### config.mk
export PLATFORM = sky130hd
export DESIGN_NAME = display_scan_driver
export DESIGN_NICKNAME = d
export VERILOG_FILES = /design/src/rtl/display_scan_driver.sv
export SDC_FILE = /design/constraint.sdc
export NUM_CORES = 1
export LEC_CHECK = 0
export BUFFER_PORTS_ARGS = -buffer_cell sky130_fd_sc_hd__buf_2
export CAP_MARGIN = 20
export CORE_ASPECT_RATIO = 0.9
export CORE_MARGIN = 4
export CORE_UTILIZATION = 33
export DETAILED_ROUTE_END_ITERATION = 10
export SYNTH_ARGS = -nofsm -noshare
export SYNTH_HDL_FRONTEND = slang
export SYNTH_SLANG_ARGS = --single-unit
### constraint.sdc
create_clock -name clk -period 2.47 [get_ports clk]
set_input_delay 0.494 -clock clk [delete_from_list [all_inputs] [get_ports clk]]
set_output_delay 0.494 -clock clk [all_outputs]
set_load 0.05 [all_outputs]
### src/rtl/display_scan_driver.sv
// display_scan_driver
// Time-multiplexed scan controller for a 4-digit common-anode 7-segment
// display. It steps a one-hot-low digit select through the four digits and
// reads the selected digit back from the external selector. It decodes that
// digit to registered active-low segments and drives the anode pins. Every
// slot opens with a blanking interval so the previous digit never ghosts
// onto the next one.

module display_scan_driver #(
    parameter int SCAN_DIV     = 20000,
    parameter int BLANK_CYCLES = 100
) (
    input  logic       clk,
    input  logic       reset,
    input  logic       enable,
    input  logic [3:0] digit_in,
    output logic [3:0] sel,
    output logic [3:0] anode,
    output logic [6:0] seg,
    output logic       frame_start
);

    localparam int CW = (SCAN_DIV > 1) ? $clog2(SCAN_DIV) : 1;
    localparam logic [CW-1:0] LAST_CNT  = CW'(SCAN_DIV - 1);
    localparam logic [CW-1:0] LAST_BLNK = CW'(BLANK_CYCLES - 1);

    typedef enum logic {
        BLANK = 1'b0,
        SHOW  = 1'b1
    } phase_t;

    logic [CW-1:0] cnt_q, cnt_d;
    logic [1:0]    idx_q, idx_d;
    phase_t        phase_q, phase_d;
    logic [3:0]    sel_q, sel_d;
    logic [3:0]    anode_q, anode_d;
    logic [6:0]    seg_q, seg_d;
    logic          frame_q, frame_d;
    logic          lit;

    // Active-low segment pattern for one BCD/hex digit; 10..15 show a dash.
    function automatic logic [6:0] decode(input logic [3:0] d);
        logic [6:0] s;
        case (d)
            4'd0:    s = 7'b1000000;
            4'd1:    s = 7'b1111001;
            4'd2:    s = 7'b0100100;
            4'd3:    s = 7'b0110000;
            4'd4:    s = 7'b0011001;
            4'd5:    s = 7'b0010010;
            4'd6:    s = 7'b0000010;
            4'd7:    s = 7'b1111000;
            4'd8:    s = 7'b0000000;
            4'd9:    s = 7'b0010000;
            default: s = 7'b0111111;
        endcase
        return s;
    endfunction

    // Next-state logic. The pins are decided from the phase the next cycle
    // will be in, so anode/seg change on the same edge as cnt and sel.
    always_comb begin
        cnt_d   = cnt_q + 1'b1;
        idx_d   = idx_q;
        phase_d = phase_q;
        frame_d = 1'b0;
        if (cnt_q == LAST_CNT) begin
            cnt_d   = '0;
            idx_d   = idx_q + 2'd1;
            phase_d = BLANK;
            frame_d = (idx_q == 2'd3);
        end else if (cnt_q == LAST_BLNK) begin
            phase_d = SHOW;
        end

        case (idx_d)
            2'd0:    sel_d = 4'b0111;
            2'd1:    sel_d = 4'b1011;
            2'd2:    sel_d = 4'b1101;
            default: sel_d = 4'b1110;
        endcase

        // digit_in belongs to sel_q; whenever lit is set the slot does not
        // change on this edge, so sel_d equals sel_q and the digit matches.
        lit     = (phase_d == SHOW) && enable;
        anode_d = lit ? sel_d : 4'b1111;
        seg_d   = lit ? decode(digit_in) : 7'b1111111;
    end

    // Scan state and registered pin outputs, with synchronous active-low reset.
    always_ff @(posedge clk) begin
        if (!reset) begin
            cnt_q   <= '0;
            idx_q   <= 2'd0;
            phase_q <= BLANK;
            sel_q   <= 4'b0111;
            anode_q <= 4'b1111;
            seg_q   <= 7'b1111111;
            frame_q <= 1'b0;
        end else begin
            cnt_q   <= cnt_d;
            idx_q   <= idx_d;
            phase_q <= phase_d;
            sel_q   <= sel_d;
            anode_q <= anode_d;
            seg_q   <= seg_d;
            frame_q <= frame_d;
        end
    end

    assign sel         = sel_q;
    assign anode       = anode_q;
    assign seg         = seg_q;
    assign frame_start = frame_q;

endmodule

==> results of run 1 <==
==> final timing paths <==
check / startpoint / slack (ps) / endpoint / depth (start not counted)
hold reg to reg: cnt_q[0]$_SDFF_PP0_ / 470 / cnt_q[0]$_SDFF_PP0_ / 1
setup / recovery: cnt_q[0]$_SDFF_PP0_ / 480 / anode[0]$_SDFF_PN1_ / 6
hold / removal: cnt_q[0]$_SDFF_PP0_ / 470 / cnt_q[0]$_SDFF_PP0_ / 1
setup reg to reg: cnt_q[0]$_SDFF_PP0_ / 480 / anode[0]$_SDFF_PN1_ / 6
==> cells in the final DEF (no fill, tap or decap), types with 2 or more instances in the layout <==
cell type	count
o21ai_1	3
nor3_1	6
or4_1	2
a21oi_1	6
dfxtp_1	34
o21ai_0	5
nor2_1	18
nand3_1	8
clkbuf_1	2
ha_1	7
nor3b_1	2
buf_2	22
nand2_1	15
o22a_1	2
a21boi_0	2
buf_4	3
nor4_1	4
or3_1	2
nand4_1	3
clkbuf_8	5
xnor2_1	11
inv_1	8
and2_1	2
==> report_power, final <==
group | internal (mW) | switching (mW)
logic | 0.0203 | 0.0280
registers | 0.553 | 0.00430
clock network | 0.194 | 0.176
==> critical path: stages, from the launching register on <==
cell and delay, ps:
dfxtp_1 370, ha_1 240, or4b_1 450, o41a_1 350
nor3b_2 180, buf_4 190, nand3_1 80
==> registers in the layout, indices dropped and copies added, names as in the netlist <==
signal	cells
phase_q	1
anode	4
idx_q	2
sel	4
cnt_q	15
seg	7
frame_start	1
==> per-layer routing <==
metal  vias up  global-route usage [%]
met5         -                       0
met4         0                    6.02
met3         2                    4.07
met2        20                    17.4
met1       538                    13.9
li1        600                       -
==> metrics by stage <==
| stage | total power, mW | instance area (sq um) | util (%) | instances |
|---|---|---|---|---|
| 2_1_floorplan | 0.603 | 1460 | - | 160 |
| 3_3_place_gp | 0.618 | 1630 | 39.3 | 238 |
| 3_5_place_dp | 0.617 | 1630 | 39.3 | 238 |
| 4_1_cts | 0.992 | 1710 | 41.1 | 245 |
| 5_1_grt | 1.02 | 1710 | 41.1 | 245 |
| 6_report | 0.974 | 1710 | 41.1 | 245 |
==> kinds of logic (layout without fill, tap and decap cells) <==
logic type / Yosys count / count (layout) / synth area share, %
compound gates: 23 / 23 / 11.4
xor+xnor: 12 / 12 / 7.21
fa+ha+maj: 7 / 7 / 6.01
buf+inv: 15 / 40 / 4.29
flops: 34 / 34 / 46.7
simple gates: 69 / 69 / 24.4
==> cell type report <==
class | instances | area (sq um)
Clock buffer | 7 | 76.3
Fill cell | 433 | 2450
Inverter | 8 | 30.0
Multi-Input combinational cell | 111 | 714
Sequential cell | 34 | 681
Tap cell | 60 | 75.1
Timing Repair Buffer | 25 | 133
==> flow_summary_export.csv, run 1 <==
group,metric,value,unit
status,status,"complete, no violations",
sta,finalHoldViolations,0,
logic_synthesis,netlist.area_leader.share,46.7,%
sta,holdWs,466,ps
route,dr_wl_met2,1.33,mm
clocking,post_cts_buffers,0,
job,cap_violations,0,
placed_design,pre_cts_slack,482,ps
global_routing,grt_pass1_vias,1101,
sta,slew_headroom,72.4,%
route,initialDrtViolationCount,111,
sta,fin_crit,1990,ps
floorplanning,rows,22,
pwr,powerDensity,570,nW/um^2
logic_synthesis,synth_commonest_cells,"dfxtp_1, nor2_1, nand2_1, xnor2_1",
floorplanning,die-area,5550,sq um
logic_synthesis,async_flop_share,0,%
worst_setup_path,critPathLaunchType,"register",
worst_setup_path,cp_max_fo,11,
logic_synthesis,syn_avg_cell_area,9.11,sq um
sta,setup_violations,0,
clocking,cts_htree_levels,2,
placed_design,io_buffers,22,
sta,finClkSkew,4.80,ps
worst_setup_path,endpoint_kind,"register",
pwr,peakVddDrop,0.000227,V
clocking,hold_buffers,0,
sta,setup_ws,477,ps
route,antenna_left,0,
clocking,cts_buffer_depth,2,
logic_synthesis,yosys.area.top_type,"dfxtp_1",
logic_synthesis,synth_flop_cell,"dfxtp_1",
global_routing,grt_overflow,0,
floorplanning,fp.dieW,78.1,um
logic_synthesis,synthesis.area,1460,sq um
global_routing,grt_max_degree,12,
route,routed_wl,2.88,mm
clocking,clock_latency,280,ps
route,dr.pass1.iters,4,
sta,slew_viol_final,0,
cells_and_area,syn2layout_area_growth,17.3,%
logic_synthesis,synth_seq_cells,34,
global_routing,antenna_found_initial,0,
worst_hold_path,min_path_type,"reg -> reg",
worst_setup_path,cp.required,2620,ps
floorplanning,fp.dieH,71.1,um
logic_synthesis,ys_seq_area_share,46.7,%
placed_design,finalWeightedCongestion,0.832,
clocking,clkSlewWorstSetupHoldPaths,60,ps
floorplanning,start_util,35.1,%
worst_setup_path,crit_type,"reg -> reg",
clocking,cts_tree,"built",
sta,timing.final.crit_share,80.7,%
sta,tns,0,ps
route,routed_via_density,4.73,
route,highest_layer,"met4",
worst_setup_path,arrival,2140,ps
route,vias,1160,
route,avgRoutedWirePerCell,11.8,um
logic_synthesis,ys_top_cells_by_area,"dfxtp_1, xnor2_1, ha_1",
clocking,cts.sinks,34,
sta,tightest_slew,412,ps
logic_synthesis,yosys.cell_count.top_type,"dfxtp_1",
logic_synthesis,synth_fp_nets,174,
pwr,p_leak,0.624,nW
route,wl_met3,113,um
clocking,cts_resized,0,
cells_and_area,drive_above_1_share,18.9,%
clocking,cts_buffers,5,
cells_and_area,layout.nets,199,
global_routing,grt_pass1_wl,4.97,mm
floorplanning,core_area,4160,sq um
logic_synthesis,synth_edf_count,0,
logic_synthesis,yosys_warnings,0,
floorplanning,ios,23,
route,met1_length,1.41,mm
logic_synthesis,synthCells,160,
clocking,cts_root_buf,"clkbuf_8",
placed_design,hpwl,2.08,mm
route,drc,0,
cells_and_area,diodes,0,
global_routing,grt_use_total,11.3,%
sta,max_freq,502,MHz
logic_synthesis,synth.distinct_cells,35,
sta,grt_setup_unrepaired,"false",
(Power assumes the default switching activity.)
==> run 2: changes to the inputs <==
Clock period 2.47 ns to 1.7 ns, I/O delays scaled along.
==> run 2 against run 1 <==
Worst setup slack got worse by 680 ps. Maximum frequency is 4.9% higher. Highest routed layer unchanged. First-iteration DRC count decreased by 44%. Die area is the same. Core utilization up 6.3 points. Design area rose by 15%. Total power grew 55%. Register-to-register slack got worse by 680 ps. Global-route usage is 0.23 points higher. Clock skew increased by 2.2 ps. Critical path depth fell by 2. The flow now finishes with violations (setup timing).
==> flow_summary_export.csv, run 2 (same netlist as run 1, synthesis figures left out) <==
group,metric,value,unit
status,status,"finished with violations",
status,failed_checks,"setup timing",
floorplanning,start_util,35.1,%
clocking,cts_root_buf,"clkbuf_8",
sta,setup_ws,-199,ps
route,vias,1203,
cells_and_area,syn2layout_area_growth,35.2,%
sta,slew_headroom,76.9,%
floorplanning,core_area,4160,sq um
floorplanning,ios,23,
sta,timing.final.crit_share,112,%
pwr,p_comb_share,6.5,%
clocking,clock_latency,280,ps
worst_setup_path,arrival,2070,ps
route,antenna_left,0,
sta,finClkSkew,7.05,ps
cells_and_area,post-route-util,47.4,%
sta,fin_crit,1900,ps
cells_and_area,final_cell_mix,"dfxtp_1, buf_4, buf_2",
placed_design,hpwl,2.23,mm
route,routed_via_density,4.47,
clocking,cts_buffer_depth,2,
placed_design,pre_cts_slack,-258,ps
worst_setup_path,crit_slowest_cell,"or4_4",
placed_design,finalWeightedCongestion,0.756,
clocking,cts.sinks,34,
clocking,clkSlewWorstSetupHoldPaths,70,ps
sta,setup_violations,32,
global_routing,grt_use_total,11.6,%
floorplanning,rows,22,
global_routing,grt_pass1_vias,1149,
cells_and_area,final_common_cell,"dfxtp_1",
job,cap_violations,0,
pwr,clockPowerShare,39.8,%
floorplanning,die-area,5550,sq um
worst_setup_path,path_cells,"or4_4 -> buf_4 -> or4_4 -> o311a_1",
global_routing,grt_max_degree,12,
pwr,power.share.switching,21.8,%
worst_setup_path,crit_path_frequent_cell,"or4_4",
worst_setup_path,cp_max_fo,7,
cells_and_area,layout.nets,222,
route,avgRoutedWirePerCell,11.2,um
pwr,internal-power,1.18,mW
cells_and_area,drive_above_1_share,36.8,%
sta,slew_viol_final,0,
global_routing,grt_overflow,0,
floorplanning,fp.dieW,78.1,um
cells_and_area,largest_reg_flops,15,
sta,max_freq,527,MHz
pwr,p_switching,0.328,mW
pwr,finalPower,1.51,mW
cells_and_area,diodes,0,
clocking,cts_buffers,5,
worst_setup_path,crit_type,"reg -> reg",
cells_and_area,top_register,"cnt_q",
pwr,power_frac_seq,53.7,%
worst_hold_path,min_path_type,"in -> reg",
route,routed_wl,3.02,mm
sta,tns,-3490,ps
global_routing,grt_pass1_wl,5.12,mm
cells_and_area,fin_cells,269,
worst_setup_path,cp.required,1870,ps
sta,finalHoldViolations,0,
placed_design,dp_cells,258,
route,drc,0,
worst_setup_path,slowest_delay,530,ps
sta,grt_setup_unrepaired,"true",
pwr,peakVddDrop,0.000480,V
placed_design,io_buffers,22,
sta,tightest_slew,343,ps
route,dr.pass1.iters,4,
clocking,cts_htree_levels,2,
pwr,powerDensity,764,nW/um^2
global_routing,antenna_found_initial,0,
worst_setup_path,critPathLaunchType,"register",
clocking,cts_tree,"built",
floorplanning,fp.dieH,71.1,um
pwr,p_leak,0.777,nW
route,initialDrtViolationCount,62,
worst_setup_path,endpoint_kind,"register",
[run 2: path summary, 6_finish.rpt]
check,startpoint,cells past startpoint,endpoint,slack [ps]
max,cnt_q[12]$_SDFF_PP0_,4,sel[3]$_SDFF_PN0_,-200
min,reset,2,sel[2]$_SDFF_PN1_,360
max reg2reg,cnt_q[12]$_SDFF_PP0_,4,sel[3]$_SDFF_PN0_,-200
min reg2reg,idx_q[0]$_SDFF_PN0_,1,anode[0]$_SDFF_PN1_,510
[run 2: critical path: cells and delay by family (launching register included)]
| kind | cells | cell delay (ps) |
|---|---|---|
| AO/OA/AOI/OAI | 1 | 310 |
| flip-flops | 1 | 320 |
| buffers and inverters | 1 | 150 |
| AND/OR/NAND/NOR | 2 | 1010 |
[run 2: final cells by class]
cell class / instances / area [sq um]
clock buffer: 7 / 86.3
clock inverter: 1 / 5.00
multi-input combinational: 111 / 781
tap: 60 / 75.1
inverter: 8 / 30.0
sequential: 34 / 688
fill: 404 / 2190
timing repair buffer: 48 / 305
[run 2: metal layers]
metal | GRT usage [%] | share of wire [%]
met2 | 16.1 | 42
met5 | 0 | 0
met4 | 3.69 | 0.83
met1 | 15.7 | 52
met3 | 5.47 | 5.5
[run 2: repair_timing]
item                       CTS  global route
buffers inserted             0             4
hold buffers                 0             0
setup endpoints to repair   33            32
resized for setup           11             8
hold endpoints to repair     0             0
pin swaps                    5             4
[run 2: power by group through the flow]
stage | sequential (mW) | clock, mW | combinational, mW
after global placement | 0.824 | 0 | 0.0861
after detailed placement | 0.824 | 0 | 0.0860
after CTS | 0.808 | 0.618 | 0.0888
after global routing | 0.809 | 0.652 | 0.111
after floorplan | 0.825 | 0 | 0.0525
final | 0.809 | 0.600 | 0.0974
[run 2: metrics by stage]
| step | hold slack (ps) | instance area [sq um] |
|---|---|---|
| final | 362 | 1970 |
| after global routing | 376 | 1970 |
| after floorplan | 432 | 1470 |
| after detailed placement | 487 | 1790 |
| after global placement | 488 | 1790 |
| after CTS | 345 | 1920 |
